### config.mk
export PLATFORM = sky130hd
export DESIGN_NAME = bcd_display_scanner
export DESIGN_NICKNAME = d
export VERILOG_FILES = /design/src/rtl/clk_disp_pkg.sv /design/src/rtl/bcd_to_seg7.sv /design/src/rtl/bcd_display_scanner.sv
export SDC_FILE = /design/constraint.sdc
export NUM_CORES = 1
export LEC_CHECK = 0
export CORE_UTILIZATION = 56
export DETAILED_ROUTE_END_ITERATION = 10
export HOLD_SLACK_MARGIN = 0.15
export PLACE_DENSITY = 0.84
export SLEW_MARGIN = 30
export SYNTH_ARGS = -nofsm -noshare
export SYNTH_HDL_FRONTEND = slang
export SYNTH_SLANG_ARGS = --single-unit
### constraint.sdc
create_clock -name in_clk -period 6.05 [get_ports in_clk]
set_clock_uncertainty 0.05 [all_clocks]
set_input_delay 1.815 -clock in_clk [delete_from_list [all_inputs] [get_ports in_clk]]
set_output_delay 1.815 -clock in_clk [all_outputs]
set_load 0.01 [all_outputs]
### src/rtl/clk_disp_pkg.sv
// Shared 7-segment display constants: segment patterns and bit positions within seg.
package clk_disp_pkg;

    localparam int unsigned SEG_W  = 7;  // width of the {g,f,e,d,c,b,a} field
    localparam int unsigned SEG_G  = 6;
    localparam int unsigned SEG_DP = 7;

    localparam logic [SEG_W-1:0] SEG_0     = 7'h3F;
    localparam logic [SEG_W-1:0] SEG_1     = 7'h06;
    localparam logic [SEG_W-1:0] SEG_2     = 7'h5B;
    localparam logic [SEG_W-1:0] SEG_3     = 7'h4F;
    localparam logic [SEG_W-1:0] SEG_4     = 7'h66;
    localparam logic [SEG_W-1:0] SEG_5     = 7'h6D;
    localparam logic [SEG_W-1:0] SEG_6     = 7'h7D;
    localparam logic [SEG_W-1:0] SEG_7     = 7'h07;
    localparam logic [SEG_W-1:0] SEG_8     = 7'h7F;
    localparam logic [SEG_W-1:0] SEG_9     = 7'h6F;
    localparam logic [SEG_W-1:0] SEG_DASH  = SEG_W'(1 << SEG_G);
    localparam logic [SEG_W-1:0] SEG_BLANK = 7'h00;

endpackage

### src/rtl/bcd_to_seg7.sv
// Combinational BCD to 7-segment decoder; invalid codes 10..15 render as a dash.
module bcd_to_seg7
    import clk_disp_pkg::*;
(
    input  logic [3:0]       bcd_i,
    output logic [SEG_W-1:0] seg_o
);

    always_comb begin
        seg_o = SEG_DASH;
        case (bcd_i)
            4'd0:    seg_o = SEG_0;
            4'd1:    seg_o = SEG_1;
            4'd2:    seg_o = SEG_2;
            4'd3:    seg_o = SEG_3;
            4'd4:    seg_o = SEG_4;
            4'd5:    seg_o = SEG_5;
            4'd6:    seg_o = SEG_6;
            4'd7:    seg_o = SEG_7;
            4'd8:    seg_o = SEG_8;
            4'd9:    seg_o = SEG_9;
            default: seg_o = SEG_DASH;
        endcase
    end

endmodule

### src/rtl/bcd_display_scanner.sv
// Time-multiplexed common-cathode scanner for HH:MM:SS BCD digits with per-frame snapshot,
// blink, leading-zero blanking and dead time between digits.
module bcd_display_scanner
    import clk_disp_pkg::*;
#(
    parameter int unsigned NUM_DIGITS = 6,
    parameter int unsigned SCAN_DIV   = 1000,
    parameter int unsigned DEAD       = 2,
    parameter int unsigned BLINK_DIV  = 64
) (
    input  logic                    in_clk,
    input  logic                    rst,
    input  logic [4*NUM_DIGITS-1:0] digits_bcd,
    input  logic [NUM_DIGITS-1:0]   blink_mask,
    input  logic [NUM_DIGITS-1:0]   dp_mask,
    input  logic                    blank_lead,
    output logic [7:0]              seg,
    output logic [NUM_DIGITS-1:0]   com,
    output logic                    frame_start
);

    localparam int unsigned PreW = (SCAN_DIV > 1) ? $clog2(SCAN_DIV) : 1;
    localparam int unsigned IdxW = (NUM_DIGITS > 1) ? $clog2(NUM_DIGITS) : 1;
    localparam int unsigned FcW  = (BLINK_DIV > 1) ? $clog2(BLINK_DIV) : 1;

    localparam logic [PreW-1:0] PreLast = PreW'(SCAN_DIV - 1);
    localparam logic [IdxW-1:0] IdxLast = IdxW'(NUM_DIGITS - 1);
    localparam logic [FcW-1:0]  FcLast  = FcW'(BLINK_DIV - 1);

    logic [PreW-1:0]         pre_q, pre_d;
    logic [IdxW-1:0]         idx_q, idx_d;
    logic [FcW-1:0]          fc_q, fc_d;
    logic                    blink_on_q, blink_on_d;
    logic                    first_q, first_d;
    logic [4*NUM_DIGITS-1:0] snap_q, snap_d;
    logic [7:0]              seg_q, seg_d;
    logic [NUM_DIGITS-1:0]   com_q, com_d;

    logic             load;
    logic             dead;
    logic             blinked;
    logic             lead_zero;
    logic [3:0]       digit;
    logic [SEG_W-1:0] dec;

    assign load        = (pre_q == '0) && (idx_q == '0);
    assign frame_start = load && !rst;
    assign digit       = snap_q[4*idx_q +: 4];

    bcd_to_seg7 u_dec (
        .bcd_i (digit),
        .seg_o (dec)
    );

    always_comb begin
        pre_d      = (pre_q == PreLast) ? '0 : pre_q + 1'b1;
        idx_d      = idx_q;
        snap_d     = snap_q;
        fc_d       = fc_q;
        blink_on_d = blink_on_q;
        first_d    = first_q;

        if (pre_q == PreLast) begin
            idx_d = (idx_q == IdxLast) ? '0 : idx_q + 1'b1;
        end

        // The load right after reset restarts the blink phase instead of advancing it.
        if (load) begin
            snap_d  = digits_bcd;
            first_d = 1'b0;
            if (!first_q) begin
                if (fc_q == FcLast) begin
                    fc_d       = '0;
                    blink_on_d = !blink_on_q;
                end else begin
                    fc_d = fc_q + 1'b1;
                end
            end
        end
    end

    always_comb begin
        dead      = (32'(pre_q) < DEAD);
        blinked   = blink_mask[idx_q] && !blink_on_q;
        lead_zero = blank_lead && (idx_q == IdxLast) && (digit == 4'd0);
        seg_d     = '0;
        com_d     = '1;

        if (!dead) begin
            com_d              = ~(NUM_DIGITS'(1) << idx_q);
            seg_d[SEG_W-1:0]   = (blinked || lead_zero) ? SEG_BLANK : dec;
            seg_d[SEG_DP]      = dp_mask[idx_q] && !blinked;
        end
    end

    always_ff @(posedge in_clk) begin
        if (rst) begin
            pre_q      <= '0;
            idx_q      <= '0;
            fc_q       <= '0;
            blink_on_q <= 1'b1;
            first_q    <= 1'b1;
            snap_q     <= '0;
            seg_q      <= '0;
            com_q      <= '1;
        end else begin
            pre_q      <= pre_d;
            idx_q      <= idx_d;
            fc_q       <= fc_d;
            blink_on_q <= blink_on_d;
            first_q    <= first_d;
            snap_q     <= snap_d;
            seg_q      <= seg_d;
            com_q      <= com_d;
        end
    end

    assign seg = seg_q;
    assign com = com_q;

endmodule

# Word level (Yosys, flattened, before mapping)

Memories as Yosys holds them, arrays and structs flattened. A register that Yosys moved wholly into a read port is not among the register bits.
Index checks and enable logic that the tools add are counted.

Bits in registers: 52
Memory bits (read-only): 112
Input port bits: 39
Output and inout port bits: 15
Word-level logic and storage cells: 45
Memories: 1

Memory list:

| name            | words | bits a word | read ports | clocked after memory_dff | wr ports | line              | source |
|---|---|---|---|---|---|---|---|
| (no name shown) | 16    | 7           | 1          | 1                        | 0        | bcd_to_seg7.sv:11 | `case (bcd_i)` |

Add/subtract/negate cells: 3
Magnitude comparators: 2
Equality and inequality tests: 3
Shift-type cells: 2
Multiplexer cells: 6
Bitwise logic cells: 2
Reductions and logical operators: 18

Operators by type and width:

| kind                                                 | number |
|---|---|
| variable part select 24 x 6 -> 4 bit                 | 1 |
| adder 10 x 1 -> 10 bit (second input constant)       | 1 |
| == test 10 bit (second input constant)               | 1 |
| zero test 10 bit                                     | 1 |
| < comparator 10 x 2 -> 1 bit (second input constant) | 1 |
| adder 6 x 1 -> 6 bit (second input constant)         | 1 |
| binary-select mux 1 bit (select 3 bit)               | 2 |
| == test 6 bit (second input constant)                | 1 |
| logical AND 1 bit                                    | 6 |
| 2-to-1 mux 6 bit                                     | 1 |
| NOT 6 bit                                            | 1 |
| << shifter 1 x 3 -> 6 bit (first input constant)     | 1 |
| zero test 4 bit                                      | 1 |
| < comparator 3 x 4 -> 1 bit (second input constant)  | 1 |
| OR reduction 2 bit                                   | 2 |
| adder 3 x 1 -> 3 bit (second input constant)         | 1 |
| == test 3 bit (second input constant)                | 1 |
| zero test 1 bit                                      | 3 |
| zero test 3 bit                                      | 1 |
| 2-to-1 mux 3 bit                                     | 1 |
| AND reduction 3 bit                                  | 1 |
| OR reduction 3 bit                                   | 1 |
| 2-to-1 mux 1 bit                                     | 2 |
| AND reduction 2 bit                                  | 1 |
| 2 further kinds                                      | 2 |

# Longest topological paths before layout

Depth after elaboration: 5
Mapped depth: 11
Gate-level depth less buffers: 8

# By module

From an unflattened synthesis, not the netlist that was laid out.

Cells, all modules: 326
Area total of the unflattened synthesis: 2721.4 µm²

By module, submodules not included:

| module              | times used | cells each | area an instance (µm²) | seq. area each (µm²) |
|---|---|---|---|---|
| bcd_display_scanner | 1          | 297        | 2496.1                 | 1181.1 |
| bcd_to_seg7         | 1          | 29         | 225.2                  | 0.0 |

# Least setup slack after synthesis

OpenSTA, ideal clock, no wires.

Kind: input to output
Start: in rst
End: out frame_start
Data arrival time: 2.466 ns
Required time: 4.185 ns
Setup slack: 1.719 ns
Stages: 3
Path through: clkbuf_1 -> clkbuf_1 -> nor2_1

Word-level cells in the longest chain between the ends: 2

Ends and longest elaborated chain:

| item               | line                      | source |
|---|---|---|
| start: declaration | bcd_display_scanner.sv:12 | `input logic rst,` |
| zero test 1 bit    | bcd_display_scanner.sv:47 | `assign frame_start = load && !rst;` |
| logical AND 1 bit  | bcd_display_scanner.sv:47 |  |
| end: declaration   | bcd_display_scanner.sv:19 | `output logic frame_start` |

Every way passes these cells.

# Final worst setup path

Same ends and word-level chain as after synthesis.

==> results.sh <==
export IMPL_ys_ff_latch=59
export IMPL_crit_arrival_ps=2970
export IMPL_synth_area_um2=2900
export IMPL_diodes=0
export IMPL_power_leakage_nw=1.42
export IMPL_first_pass_iters=4
export IMPL_syn_inst=329
export IMPL_antenna_found_initial=0
export IMPL_synth_top_area_share_pct=40.7
export IMPL_report_final_hold_viol_count=0
export IMPL_dp_hpwl_mm=4.42
export IMPL_synth_flop_cell="dfxtp_1"
export IMPL_cts_max_level=3
export IMPL_drtAntennaViolNets=0
export IMPL_hp_class="reg -> reg"
export IMPL_avgSynthCellArea_um2=8.82
export IMPL_grt_start_max_net_pins=39
export IMPL_finalSetupTns_ps=0
export IMPL_routabilityCongestion=0.901
export IMPL_port_buffers=53
export IMPL_setup_slack_ps=1210
export IMPL_nets=426
export IMPL_cts_setup_buffers=0
export IMPL_initial_core_util_pct=59.9
export IMPL_rsz0062_at_grt="no"
export IMPL_maxSlewHeadroom_pct=49.2
export IMPL_n_fill_cell=372
export IMPL_placementRows=25
export IMPL_ir_worst_vdd_v=0.000224
export IMPL_clockBufferDepth=2
export IMPL_fin_crit_ps=4840
export IMPL_seq_power_share_pct=42.4
export IMPL_numCtsBuffers=9
export IMPL_cts_hold_buf=0
export IMPL_syn_to_final_growth_pct=27.4
export IMPL_p_int_mw=0.769
export IMPL_cp_max_fo=2
export IMPL_combPwrFrac_pct=14.4
export IMPL_pre_cts_slack_ps=1230
export IMPL_grt_pass1_wl_mm=10.8
export IMPL_routed_wirelength_mm=6.44
export IMPL_power_density_nw_per_um2=273
export IMPL_synth_edf_count=0
export IMPL_design_die_area_um2=5480
export IMPL_cts_root_buf="clkbuf_8"
export IMPL_final_area_um2=3700
export IMPL_worstMarginPinSlew_ps=762
export IMPL_placed_cell_area_um2=3450
export IMPL_core_area_um2=4850
export IMPL_clock_power_share_pct=43.3
export IMPL_ctsResizeCount=0
export IMPL_final_layout_size_suffix_gt1_share_pct=9.95
export IMPL_clk_pin_slew_ps=60
export IMPL_ys_seq_area_share_pct=40.7
export IMPL_netSwitchingPower_mw=0.241
export IMPL_io_pins=54
export IMPL_drt_iter0_markers=142
export IMPL_netlist_top_cells_area="dfxtp_1 (41%), nand2_1 (7.9%), a21oi_1 (6.2%)"
export IMPL_via_per_inst=5.57
export IMPL_cap_violations=0
export IMPL_yosysTopAreaCell="dfxtp_1"
export IMPL_period_share_pct=79.9
export IMPL_syn_nets=378
export IMPL_synthTopCellsByCount="nand2_1 (61), dfxtp_1 (59), a21oi_1 (36)"
export IMPL_synth_most_common_cell="nand2_1"
export IMPL_grt_util_all_layers_pct=26.5
export IMPL_swShare_pct=23.8
export IMPL_die_h_um=74.0
export IMPL_ys_async_sr_fraction_pct=0
export IMPL_path_class="in -> out"
export IMPL_clock_sinks=59
export IMPL_die_w_um=74.0
export IMPL_grt_overflow=0
export IMPL_final_max_slew_violation_count=0
export IMPL_wl_per_cell_um=14.3
export IMPL_yosysWarnings=0
export IMPL_max_freq_ghz=0.207
export IMPL_startpoint_type="input pin"
export IMPL_status="complete, no violations"
export IMPL_finalNonFillerCells=449
export IMPL_drc=0
export IMPL_grt_pass1_vias=2402
export IMPL_cp_required_ps=4180
export IMPL_multiInputGateArea_um2=1590
export IMPL_vias=2501
export IMPL_worst_setup_path_end_kind="output pin"
export IMPL_seqCellArea_um2=1180
export IMPL_clk_latency_ps=350
export IMPL_setup_viol=0
export IMPL_ys_types=50
export IMPL_post_route_util_pct=76.3
export IMPL_cts_tree="built"
export IMPL_place_inst=433
==> state kept, by name (all words and copies together) (netlist names) <==
register,cells
pre_q,10
blink_on_q,1
com,6
fc_q,6
seg,8
first_q,1
idx_q,3
snap_q,24
==> power by group through the flow <==
stage	Clock (mW)	Combinational (mW)	Sequential, mW
global placement	0	0.139	0.435
finish	0.437	0.145	0.428
CTS	0.441	0.145	0.428
floorplan	0	0.0873	0.435
detailed placement	0	0.143	0.436
global route	0.457	0.161	0.431
==> per-layer routing <==
layer	vias to the layer above	share of wire, %	GRT usage, %
met3	12	4.6	7.05
met4	0	2.0	13.0
met1	1165	46	34.0
li1	1254	-	-
met5	-	0	0
met2	70	47	41.3
==> final timing paths <==
check	startpoint	to	slack [ps]	cells after the start
max reg2reg	idx_q[0]	seg[3]	3060	8
min	snap_q[9]	snap_q[9]	400	2
min reg2reg	snap_q[9]	snap_q[9]	400	2
max	rst	frame_start	1210	3
==> placed cells by master, fill, tap and decap left out, drive strengths merged, types with 4 or more instances in the layout <==
master	count
nor2	23
nand4	4
mux2i	6
xor2	6
nand3b	4
and2	4
ha	10
nand3	12
o21ai	4
mux4	6
a21oi	36
nand2b	6
dfxtp	59
nand2	61
inv	12
clkdlybuf4s50	53
nor2b	4
clkbuf	11
xnor2	4
==> worst max-delay path: stages <==
cell	delay, ps
clkdlybuf4s50_1	430
nor2_1	160
clkdlybuf4s50_1	560
==> per-stage QoR <==
| step | total power [mW] | hold WS, ps |
|---|---|---|
| 5_1_grt | 1.05 | 423 |
| 4_1_cts | 1.01 | 406 |
| 3_3_place_gp | 0.574 | 392 |
| 3_5_place_dp | 0.579 | 397 |
| 6_report | 1.01 | 404 |
| 2_1_floorplan | 0.522 | 380 |
==> final cells by class <==
type	count	share of cell area, %
Tap cell	67	2.27
Clock buffer	11	3.82
Inverter	12	1.22
Clock inverter	5	2.71
Multi-Input combinational cell	239	43.0
Sequential cell	59	32.0
Timing Repair Buffer	56	15.0
==> cell families after synthesis <==
| family | Yosys count | synth area share (%) |
|---|---|---|
| simple gates | 138 | 25.0 |
| compound gates | 67 | 15.0 |
| flops | 59 | 40.7 |
| buf+inv | 31 | 4.48 |
| mux | 14 | 7.50 |
| xor+xnor | 10 | 3.02 |
| fa+ha+maj | 10 | 4.31 |
(Power assumes the default switching activity.)
